[src/rtl/uart_tx_pkg.sv]
`default_nettype none
// ============================================================================
// Module      : uart_tx_pkg
// Description : Shared encodings for the UART transmit path. This package holds
//               the frame-sequencer state encoding, the output-mux select codes
//               and a counter-width helper.
// Revision    : 1.0  initial release
// ============================================================================
package uart_tx_pkg;

    // Frame sequencer states
    typedef enum logic [2:0] {
        ST_IDLE   = 3'd0,
        ST_START  = 3'd1,
        ST_DATA   = 3'd2,
        ST_PARITY = 3'd3,
        ST_STOP   = 3'd4
    } state_e;

    // TX output mux select codes, also decoded by the 4:1 output mux
    localparam logic [1:0] MUX_START = 2'b00;   // drives 0
    localparam logic [1:0] MUX_IDLE  = 2'b01;   // drives 1 (idle / stop)
    localparam logic [1:0] MUX_DATA  = 2'b10;   // drives ser_data
    localparam logic [1:0] MUX_PAR   = 2'b11;   // drives par_bit

    // Width of a counter that must hold 0..n-1. The result is never below 1 bit.
    function automatic int cnt_w(input int n);
        return (n <= 2) ? 1 : $clog2(n);
    endfunction

endpackage : uart_tx_pkg
`default_nettype wire

[src/rtl/uart_baud_tick.sv]
`default_nettype none
// ============================================================================
// Module      : uart_baud_tick
// Description : Baud prescaler. It counts 0..PRESCALE-1 while enabled, wraps
//               to 0 on the terminal count and raises tick_o on that cycle.
//               clr_i restarts the count so that a new frame is aligned to
//               its accept cycle.
// Revision    : 1.0  initial release
// ============================================================================
module uart_baud_tick
    import uart_tx_pkg::*;
#(
    parameter int PRESCALE = 16
) (
    input  logic clk_i,
    input  logic rst_ni,
    input  logic en_i,
    input  logic clr_i,
    output logic tick_o
);

    localparam int            CW     = cnt_w(PRESCALE);
    localparam logic [CW-1:0] C_LAST = CW'(PRESCALE - 1);

    logic [CW-1:0] cnt_q;
    logic [CW-1:0] cnt_d;

    // Terminal count, valid only while the sequencer is running
    always_comb begin
        tick_o = en_i && (cnt_q == C_LAST);
    end

    // Next count: clear, wrap on tick, or advance while enabled
    always_comb begin
        cnt_d = cnt_q;
        if (clr_i) begin
            cnt_d = '0;
        end else if (en_i) begin
            cnt_d = (cnt_q == C_LAST) ? '0 : cnt_q + 1'b1;
        end
    end

    // Prescale counter register
    always_ff @(posedge clk_i or negedge rst_ni) begin
        if (!rst_ni) begin
            cnt_q <= '0;
        end else begin
            cnt_q <= cnt_d;
        end
    end

endmodule : uart_baud_tick
`default_nettype wire

[src/rtl/uart_tx_ctrl.sv]
`default_nettype none
// ============================================================================
// Module      : uart_tx_ctrl
// Description : UART transmit frame sequencer. It accepts a byte through a
//               valid/ready handshake, computes its parity, paces bits with a
//               baud prescaler, strobes the serializer once per data bit and
//               steers the TX output mux through start/data/parity/stop.
// Revision    : 1.0  initial release
// ============================================================================
module uart_tx_ctrl
    import uart_tx_pkg::*;
#(
    parameter int DATA_LENGTH = 8,
    parameter int PRESCALE    = 16,
    parameter int STOP_BITS   = 1
) (
    input  logic                   clk_i,
    input  logic                   rst_ni,
    input  logic [DATA_LENGTH-1:0] p_data_i,
    input  logic                   data_valid_i,
    input  logic                   par_en_i,
    input  logic                   par_typ_i,
    output logic                   data_ready_o,
    output logic                   ser_en_o,
    output logic [1:0]             mux_sel_o,
    output logic                   par_bit_o,
    output logic                   busy_o
);

    localparam int            BW         = cnt_w(DATA_LENGTH);
    localparam int            SW         = cnt_w(STOP_BITS);
    localparam logic [BW-1:0] C_BIT_LAST = BW'(DATA_LENGTH - 1);
    localparam logic [SW-1:0] C_STP_LAST = SW'(STOP_BITS - 1);

    state_e        state_q, state_d;
    logic [BW-1:0] bit_cnt_q, bit_cnt_d;
    logic [SW-1:0] stop_cnt_q, stop_cnt_d;
    logic          par_en_q;
    logic          par_bit_q;
    logic          tick;
    logic          accept;
    logic          last_bit;
    logic          last_stop;

    // The prescaler runs in every non-idle state and realigns on each accept
    uart_baud_tick #(
        .PRESCALE (PRESCALE)
    ) u_baud_tick (
        .clk_i  (clk_i),
        .rst_ni (rst_ni),
        .en_i   (state_q != ST_IDLE),
        .clr_i  (accept),
        .tick_o (tick)
    );

    // Handshake: ready in idle, or on the final stop tick for back-to-back frames
    always_comb begin
        last_bit     = (bit_cnt_q == C_BIT_LAST);
        last_stop    = (stop_cnt_q == C_STP_LAST);
        data_ready_o = (state_q == ST_IDLE) ||
                       ((state_q == ST_STOP) && last_stop && tick);
        accept       = data_valid_i && data_ready_o;
    end

    // State register plus per-frame latched configuration
    always_ff @(posedge clk_i or negedge rst_ni) begin
        if (!rst_ni) begin
            state_q    <= ST_IDLE;
            bit_cnt_q  <= '0;
            stop_cnt_q <= '0;
            par_en_q   <= 1'b0;
            par_bit_q  <= 1'b0;
        end else begin
            state_q    <= state_d;
            bit_cnt_q  <= bit_cnt_d;
            stop_cnt_q <= stop_cnt_d;
            if (accept) begin
                par_en_q  <= par_en_i;
                par_bit_q <= par_typ_i ? ~^p_data_i : ^p_data_i;
            end
        end
    end

    // Next-state and per-state bit counters; counters idle at 0 outside their state
    always_comb begin
        state_d    = state_q;
        bit_cnt_d  = '0;
        stop_cnt_d = '0;
        case (state_q)
            ST_IDLE: begin
                if (accept) state_d = ST_START;
            end
            ST_START: begin
                if (tick) state_d = ST_DATA;
            end
            ST_DATA: begin
                bit_cnt_d = bit_cnt_q;
                if (tick) begin
                    if (last_bit) begin
                        state_d = par_en_q ? ST_PARITY : ST_STOP;
                    end else begin
                        bit_cnt_d = bit_cnt_q + 1'b1;
                    end
                end
            end
            ST_PARITY: begin
                if (tick) state_d = ST_STOP;
            end
            ST_STOP: begin
                stop_cnt_d = stop_cnt_q;
                if (tick) begin
                    if (last_stop) begin
                        state_d = accept ? ST_START : ST_IDLE;
                    end else begin
                        stop_cnt_d = stop_cnt_q + 1'b1;
                    end
                end
            end
            default: state_d = ST_IDLE;
        endcase
    end

    // Moore mux select and busy; ser_en strobes on the ticks that load a data bit
    always_comb begin
        mux_sel_o = MUX_IDLE;
        busy_o    = (state_q != ST_IDLE);
        ser_en_o  = 1'b0;
        par_bit_o = par_bit_q;
        case (state_q)
            ST_START: begin
                mux_sel_o = MUX_START;
                ser_en_o  = tick;
            end
            ST_DATA: begin
                mux_sel_o = MUX_DATA;
                ser_en_o  = tick && !last_bit;
            end
            ST_PARITY: mux_sel_o = MUX_PAR;
            default:   mux_sel_o = MUX_IDLE;
        endcase
    end

endmodule : uart_tx_ctrl
`default_nettype wire
[config.mk]
export PLATFORM = sky130hd
export DESIGN_NAME = uart_tx_ctrl
export DESIGN_NICKNAME = d
export VERILOG_FILES = /design/src/rtl/uart_tx_pkg.sv /design/src/rtl/uart_baud_tick.sv /design/src/rtl/uart_tx_ctrl.sv
export SDC_FILE = /design/constraint.sdc
export NUM_CORES = 1
export LEC_CHECK = 0
export CAP_MARGIN = 20
export CORE_MARGIN = 5
export CORE_UTILIZATION = 51
export CTS_CLUSTER_DIAMETER = 60
export DETAILED_ROUTE_END_ITERATION = 6
export PLACE_DENSITY = 0.88
export SYNTH_ARGS = -nofsm -noshare
export SYNTH_HDL_FRONTEND = slang
export SYNTH_SLANG_ARGS = --single-unit
[constraint.sdc]
create_clock -name clk_i -period 4 [get_ports clk_i]
set_input_delay 1 -clock clk_i [delete_from_list [all_inputs] [get_ports clk_i]]
set_output_delay 1 -clock clk_i [all_outputs]
set_load 0.01 [all_outputs]
==> impl_metrics.py <==
metrics = {
    "run_status": {
        "outcome": "finished clean",
    },
    "grt": {
        "grt_pass1_vias": 622,
        "top_usage_layer": "met2",
        "grt_first_pass_wirelength_um": 2670,
        "grt_use_total_pct": 14.0,
        "antenna_found_initial": 0,
        "grtUsageMet2_pct": 21.5,
        "grt_max_degree": 14,
        "grt-ovfl-total": 0,
        "grt_util_met3_pct": 4.28,
        "met1_usage_pct": 17.3,
    },
    "floorplanning": {
        "die_h_um": 49.1,
        "fp.dieW_um": 49.1,
        "initial_core_util_pct": 52.9,
        "fp-row-count": 14,
        "die_area_sq_um": 2410,
        "core_sq_um": 1470,
        "io_pins": 19,
    },
    "pwr": {
        "switching_share_pct": 37.5,
        "vdd_ir_drop_max_mv": 0.375,
        "internal-power_uw": 339,
        "power_frac_clock_pct": 17.8,
        "leakage_uw": 0.000428,
        "comb_power_share_pct": 41.8,
        "p_total_uw": 543,
        "p_seq_share_pct": 40.4,
        "powerDensity_nw_per_um2": 542,
        "p_switching_uw": 204,
    },
    "drt": {
        "via_per_inst": 5.56,
        "drt_first_pass_iters": 4,
        "drt_iter0_drc": 14,
        "ant_nets": 0,
        "wl_um": 1560,
        "num_vias": 639,
        "routedWlPerCell_um": 13.6,
        "drc_errors": 0,
    },
    "synth": {
        "ys_seq_area_share_pct": 38.6,
        "syn_inst": 80,
        "synth_top_area_share_pct": 38.6,
        "yosys-top-cells-count": "dfrtp_1, o21ai_0, xnor2_1",
        "synth_seq_cells": 12,
        "yosys-top-cells-area": "dfrtp_1, xnor2_1, mux2i_1",
        "syn-cell-area_sq_um": 778,
        "async_reset_ff_share_pct": 100,
        "ys_warn_count": 0,
        "synth-edff-count": 0,
        "syn_nets": 96,
        "synth_area_per_cell_sq_um": 9.73,
        "yosysMostFrequentCell": "dfrtp_1",
        "synth.distinct_cells": 31,
        "yosys.area.top_type": "dfrtp_1",
        "dominantRegCellSynth": "dfrtp_1",
    },
    "critical_path": {
        "rr_startpoint": "u_baud_tick.cnt_q[0]",
        "crit_arrival_ps": 2090,
        "critPathBufInv": 1,
        "crit_family": "buffers and inverters",
        "worstPathCellList": "ha_1 > nand3_4 > a211oi_4 > clkdlybuf4s50_1",
        "required_ps": 3000,
        "worstSetupPathType": "flop to output pin",
        "endpoint_kind": "output pin",
        "cpPeakStageDelay_ps": 600,
        "reg2reg_slack_ps": 2250,
        "path_max_fanout": 9,
        "startpoint_type": "flop",
        "critPathSlowestCell": "clkdlybuf4s50_1",
        "startpoint": "u_baud_tick.cnt_q[0]",
    },
    "clocking": {
        "cts_tree": "done",
        "cts_root_buffer": "clkbuf_4",
        "clockBufferDepth": 2,
        "cts_setup_buffers": 0,
        "cts.repair.resized": 0,
        "clock_sinks": 12,
        "clkLatencyLatePin_ps": 280,
        "cts.htree.levels": 1,
        "cts_made_buffers": 3,
        "path_clk_slew_ps": 80,
        "holdBufCountCts": 0,
    },
    "timing": {
        "post-route-period-util_pct": 77.2,
        "whs_ps": 498,
        "finalSetupViolations": 0,
        "max_slew_margin_pct": 64.4,
        "slew_violations": 0,
        "finalCriticalPeriod_ps": 3090,
        "fin_setup_tns_ps": 0,
        "rsz0062_at_grt": "no",
        "clock.fmax_ghz": 0.324,
        "worst_pin_slew_ps": 533,
        "fin_skew_ps": 4.79,
        "hold_violations": 0,
    },
    "layout": {
        "multi_input_area_sq_um": 454,
        "area_growth_pct": 28.8,
        "fillers": 115,
        "final_nets": 116,
        "regArea_sq_um": 300,
        "n_antenna_cell": 0,
        "fin_area_sq_um": 1000,
        "drive_above_1_share_pct": 8.08,
    },
    "placed_design": {
        "dpl_cell_area_sq_um": 966,
        "hpwl_um": 1200,
        "place_congestion": 0.787,
        "port_buffers": 18,
    },
    "min_path": {
        "hp-class": "flop to flop",
        "hp-start": "par_bit_o",
    },
    "run": {
        "drv_cap": 0,
    },
}
final timing paths:
path                                        end  depth (start not counted)
setup / recovery                   data_ready_o                          4
hold / removal                        par_bit_o                          1
setup reg to reg                       par_en_q                          5
hold reg to reg                       par_bit_o                          1
max in group asynchronous          bit_cnt_q[1]                          1
min in group asynchronous  u_baud_tick.cnt_q[3]                          1
registers in the layout (all words and copies together), names as in the netlist:
register,flops
bit_cnt_q,3
par_bit_o,1
par_en_q,1
state_q,3
u_baud_tick.cnt_q,4
power groups by stage:
stage,registers [uW],clock network [uW],logic [uW]
floorplan,193,0,166
global placement,214,0,224
detailed placement,220,0,228
CTS,217,98.7,229
global route,223,110,253
finish,219,96.8,227
cells by family after synthesis:
group | count (synthesis) | share of synthesized area [%]
buffers and inverters | 6 | 3.05
AOI/OAI and AO/OA | 18 | 15.6
muxes | 6 | 8.04
and+or+nand+nor | 27 | 19.1
xor gates and xnor gates | 8 | 10.8
DFF | 12 | 38.6
adders and majority gates | 3 | 4.82
metal layers:
metal  up-vias  share of wire [%]
met2        13                 50
met5         -                  0
met3         6                4.5
met1       302                 44
li1        318                  -
met4         0                2.0
worst register-to-register path, cell delays in order (launching register included):
cell      delay [ps]
dfrtp_1          440
ha_1             290
nand3_4          160
a211oi_4         340
nand2_2          100
mux2_1           320
stage by stage:
step	setup slack [ps]	utilization, %	cells
3_5_place_dp	1210	65.6	111
5_1_grt	785	68.1	115
3_3_place_gp	1250	65.6	111
6_report	910	68.1	115
4_1_cts	902	68.1	115
2_1_floorplan	1740	-	80
placed cells by master, fill, tap and decap left out:
| cell | n |
|---|---|
| a211oi_4 | 1 |
| a21boi_0 | 1 |
| a21o_1 | 1 |
| a21oi_1 | 3 |
| a32oi_1 | 1 |
| and3_1 | 1 |
| clkbuf_4 | 3 |
| clkbuf_8 | 1 |
| clkdlybuf4s50_1 | 18 |
| dfrtp_1 | 12 |
| ha_1 | 3 |
| inv_1 | 3 |
| mux2_1 | 2 |
| mux2i_1 | 4 |
| nand2_1 | 5 |
| nand2_2 | 1 |
| nand2b_1 | 4 |
| nand3_1 | 1 |
| nand3_4 | 1 |
| nand3b_1 | 1 |
| nor2_1 | 5 |
| nor2b_1 | 1 |
| nor3_1 | 5 |
| nor4_1 | 1 |
| o21a_1 | 1 |
| o21ai_0 | 7 |
| o22ai_1 | 2 |
| o31ai_1 | 1 |
| or2_2 | 1 |
| xnor2_1 | 6 |
| xnor3_1 | 1 |
| xor2_1 | 1 |
cell type report:
cell class                      instances  area share (%)
Sequential cell                        12            30.0
Tap cell                               16            2.00
Inverter                                3            1.12
Clock buffer                            4            3.62
Multi-Input combinational cell         62            45.3
Timing Repair Buffer                   18            18.0
No activity file was read; power rests on OpenSTA's default activity.
==> RTL change: new RTL, same flow settings <==
Re-encode `state_e` (5 states) as Gray code, 3 bits wide.
--- a/src/rtl/uart_tx_pkg.sv
+++ b/src/rtl/uart_tx_pkg.sv
@@ -10,11 +10,11 @@
 
     // Frame sequencer states
     typedef enum logic [2:0] {
-        ST_IDLE   = 3'd0,
-        ST_START  = 3'd1,
-        ST_DATA   = 3'd2,
-        ST_PARITY = 3'd3,
-        ST_STOP   = 3'd4
+        ST_IDLE   = 3'b000,
+        ST_START  = 3'b001,
+        ST_DATA   = 3'b011,
+        ST_PARITY = 3'b010,
+        ST_STOP   = 3'b110
     } state_e;
 
     // TX output mux select codes, also decoded by the 4:1 output mux
Function: no difference found for any inputs over 10 cycles, from zero or initial values and one cycle with rst_ni low; not proved beyond that.
==> RTL change against the original RTL <==
Sequential cell count did not move; synthesized area fell by 4.5%; synthesized cell count did not move; sequential share of layout area rose by 1.8 points; cell count fell by 1.7%; setup slack improved by 0.082 ns; via count rose by 0.16%; count of clock-buffer cells in the layout fell by 1; total power fell by 22%; die area fell by 3.6%; routed wire length fell by 6.3%; combinational power fell by 31%; design area fell by 5.6%; critical path type unchanged; largest cell class unchanged.
==> RTL change: results (changes against the original RTL) <==
| Metric | Value |
|---|---|
| Share of flip-flops with an asynchronous set or reset | 1.00 (unchanged) |
| Max incr delay on CP | 0.55 ns (was 0.60 ns) |
| Leakage | 0.414 nW (was 0.428 nW) |
| Post-cts sizing count | 0 (unchanged) |
| Inserted Clock Buffers | 3 (unchanged) |
| Worst slew pin tran | 0.565 ns (was 0.533 ns) |
| # port buffers | 18 (unchanged) |
| Routability congestion estimate | 0.730 (was 0.787) |
| Crit path DAT | 2.01 ns (was 2.09 ns) |
| Post-detail-place hpwl | 1140 um (was 1200 um) |
| Seq/Total Area, Yosys | 0.404 (was 0.386) |
| Worst reg2reg path depth | 5 (unchanged) |
| Post-CTS Setup Bufs | 0 (unchanged) |
| Clock transition at path regs | 0.07 ns |
| Largest regs | u_baud_tick.cnt_q x4, bit_cnt_q x3, state_q x3 (unchanged) |
| Vias in the first global route | 594 (was 622) |
| Crit path max-delay family | buffers and inverters (unchanged) |
| GRT Util Overall | 0.156 (was 0.140) |
| CTS Root Cell | clkbuf_4 (unchanged) |
| Antenna violations before repair | 0 (unchanged) |
| Worst-skew pair later-pin latency | 0.27 ns |
| Routed WL | 1470 um (was 1560 um) |
| Synth top area cells | dfrtp_1 40%, o21ai_0 6.1%, xnor2_1 5.9% (was dfrtp_1 39%, xnor2_1 6.8%, mux2i_1 5.1%) |
| Min-delay src | par_en_q (was par_bit_o) |
| Internal reg-to-reg setup slack | 2.26 ns |
| Pin count of the biggest net entering global routing | 13 (was 14) |
| Initial DRT Pass Iterations | 4 (unchanged) |
| Vias post-DR | 640 (was 639) |
| Peak supply drop | 0.342 mV (was 0.375 mV) |
| Clk buf depth | 2 (unchanged) |
| DR WL/cell | 13.0 um (was 13.6 um) |
| Worst min-delay path class | flip-flop to flip-flop (unchanged) |
| Worst hold stages | 1 (unchanged) |
| Crit path launch | u_baud_tick.cnt_q[0] (unchanged) |
| Nets | 116 (unchanged) |
| Share of cells above drive strength 1 | 0.0612 (was 0.0808) |
| Synth cell count leaders | 12 x dfrtp_1, 10 x nand2_1, 9 x o21ai_0, 6 x a21oi_1, 6 x nor2_1 (was 12 x dfrtp_1, 7 x o21ai_0, 6 x xnor2_1) |
| Cells after DPL | 110 (was 111) |
| Outcome | finished, final reports clean (unchanged) |
| Synth warn | 0 (unchanged) |
| H-tree levels | 1 (unchanged) |
| Reg2reg end | par_en_q (unchanged) |
| First-pass GRT wire length | 2520 um (was 2670 um) |
| Crit-path slowest cell | clkdlybuf4s50_1 (unchanged) |
| Worst hold endpoint | par_en_q (was par_bit_o) |
| Syn Area/Cell | 9.29 um^2 (was 9.73 um^2) |
| Netlist cell types | 28 (was 31) |
| 1st-iter DRT viols | 7 (was 14) |
| Syn nets | 96 (unchanged) |
| # diodes | 0 (unchanged) |
| Clock skew | 0.00641 ns (was 0.00479 ns) |
| CP max FO | 7 (was 9) |
==> RTL change: cell types whose count changed after synthesis, sizes merged, moves of 2 or more <==
| cell | before | now |
|---|---|---|
| mux2i | 4 | 0 |
| nor3 | 5 | 0 |
| xor2 | 1 | 3 |
| o22ai | 2 | 0 |
| o21ai | 7 | 11 |
| nand2 | 6 | 10 |
| inv | 3 | 1 |
| a21oi | 3 | 6 |
| nand2b | 4 | 2 |
| nor3b | 0 | 2 |
==> RTL change: per-stage QoR <==
step	hold slack, ns	setup WS [ns]	instance area [um^2]	power (mW)
after floorplan	0.472	1.87	743	0.306
after global placement	0.489	1.35	923	0.347
after detailed placement	0.505	1.29	923	0.355
after CTS	0.521	0.994	946	0.429
after global routing	0.527	0.865	946	0.464
final	0.515	0.992	946	0.426
==> RTL change: cell type report <==
cell class / count / area [um^2]
multi-input combinational: 64 / 420
fill: 119 / 388
sequential: 12 / 300
timing repair buffer: 18 / 180
clock buffer: 3 / 22.5
tap: 15 / 18.8
inverter: 1 / 3.75
==> RTL change: cell families after synthesis <==
| logic type | share of synthesized area |
|---|---|
| xor+xnor | 0.125 |
| flops | 0.404 |
| buf+inv | 0.0303 |
| fa+ha+maj | 0.0505 |
| mux | 0.0202 |
| simple gates | 0.194 |
| compound gates | 0.177 |
==> RTL change: worst max path at each step <==
stage                   end  slack, ns
4_1_cts        data_ready_o       0.99
6_report       data_ready_o       0.99
3_3_place_gp   data_ready_o       1.35
5_1_grt        data_ready_o       0.86
3_5_place_dp   data_ready_o       1.29
2_1_floorplan  data_ready_o       1.87
==> RTL change: per-layer routing <==
layer  vias to the layer above  part of all wire  global-route usage
met1                       298              0.47               0.209
li1                        314                 -                   -
met3                         2             0.069              0.0258
met5                         -                 0                   0
met4                         0            0.0082              0.0806
met2                        26              0.45               0.242
==> RTL change: power breakdown <==
part / total [mW] / internal, mW / switching (mW)
Clock: 0.0713 / 0.0348 / 0.0366
Sequential: 0.198 / 0.157 / 0.0414
Combinational: 0.156 / 0.0878 / 0.0684
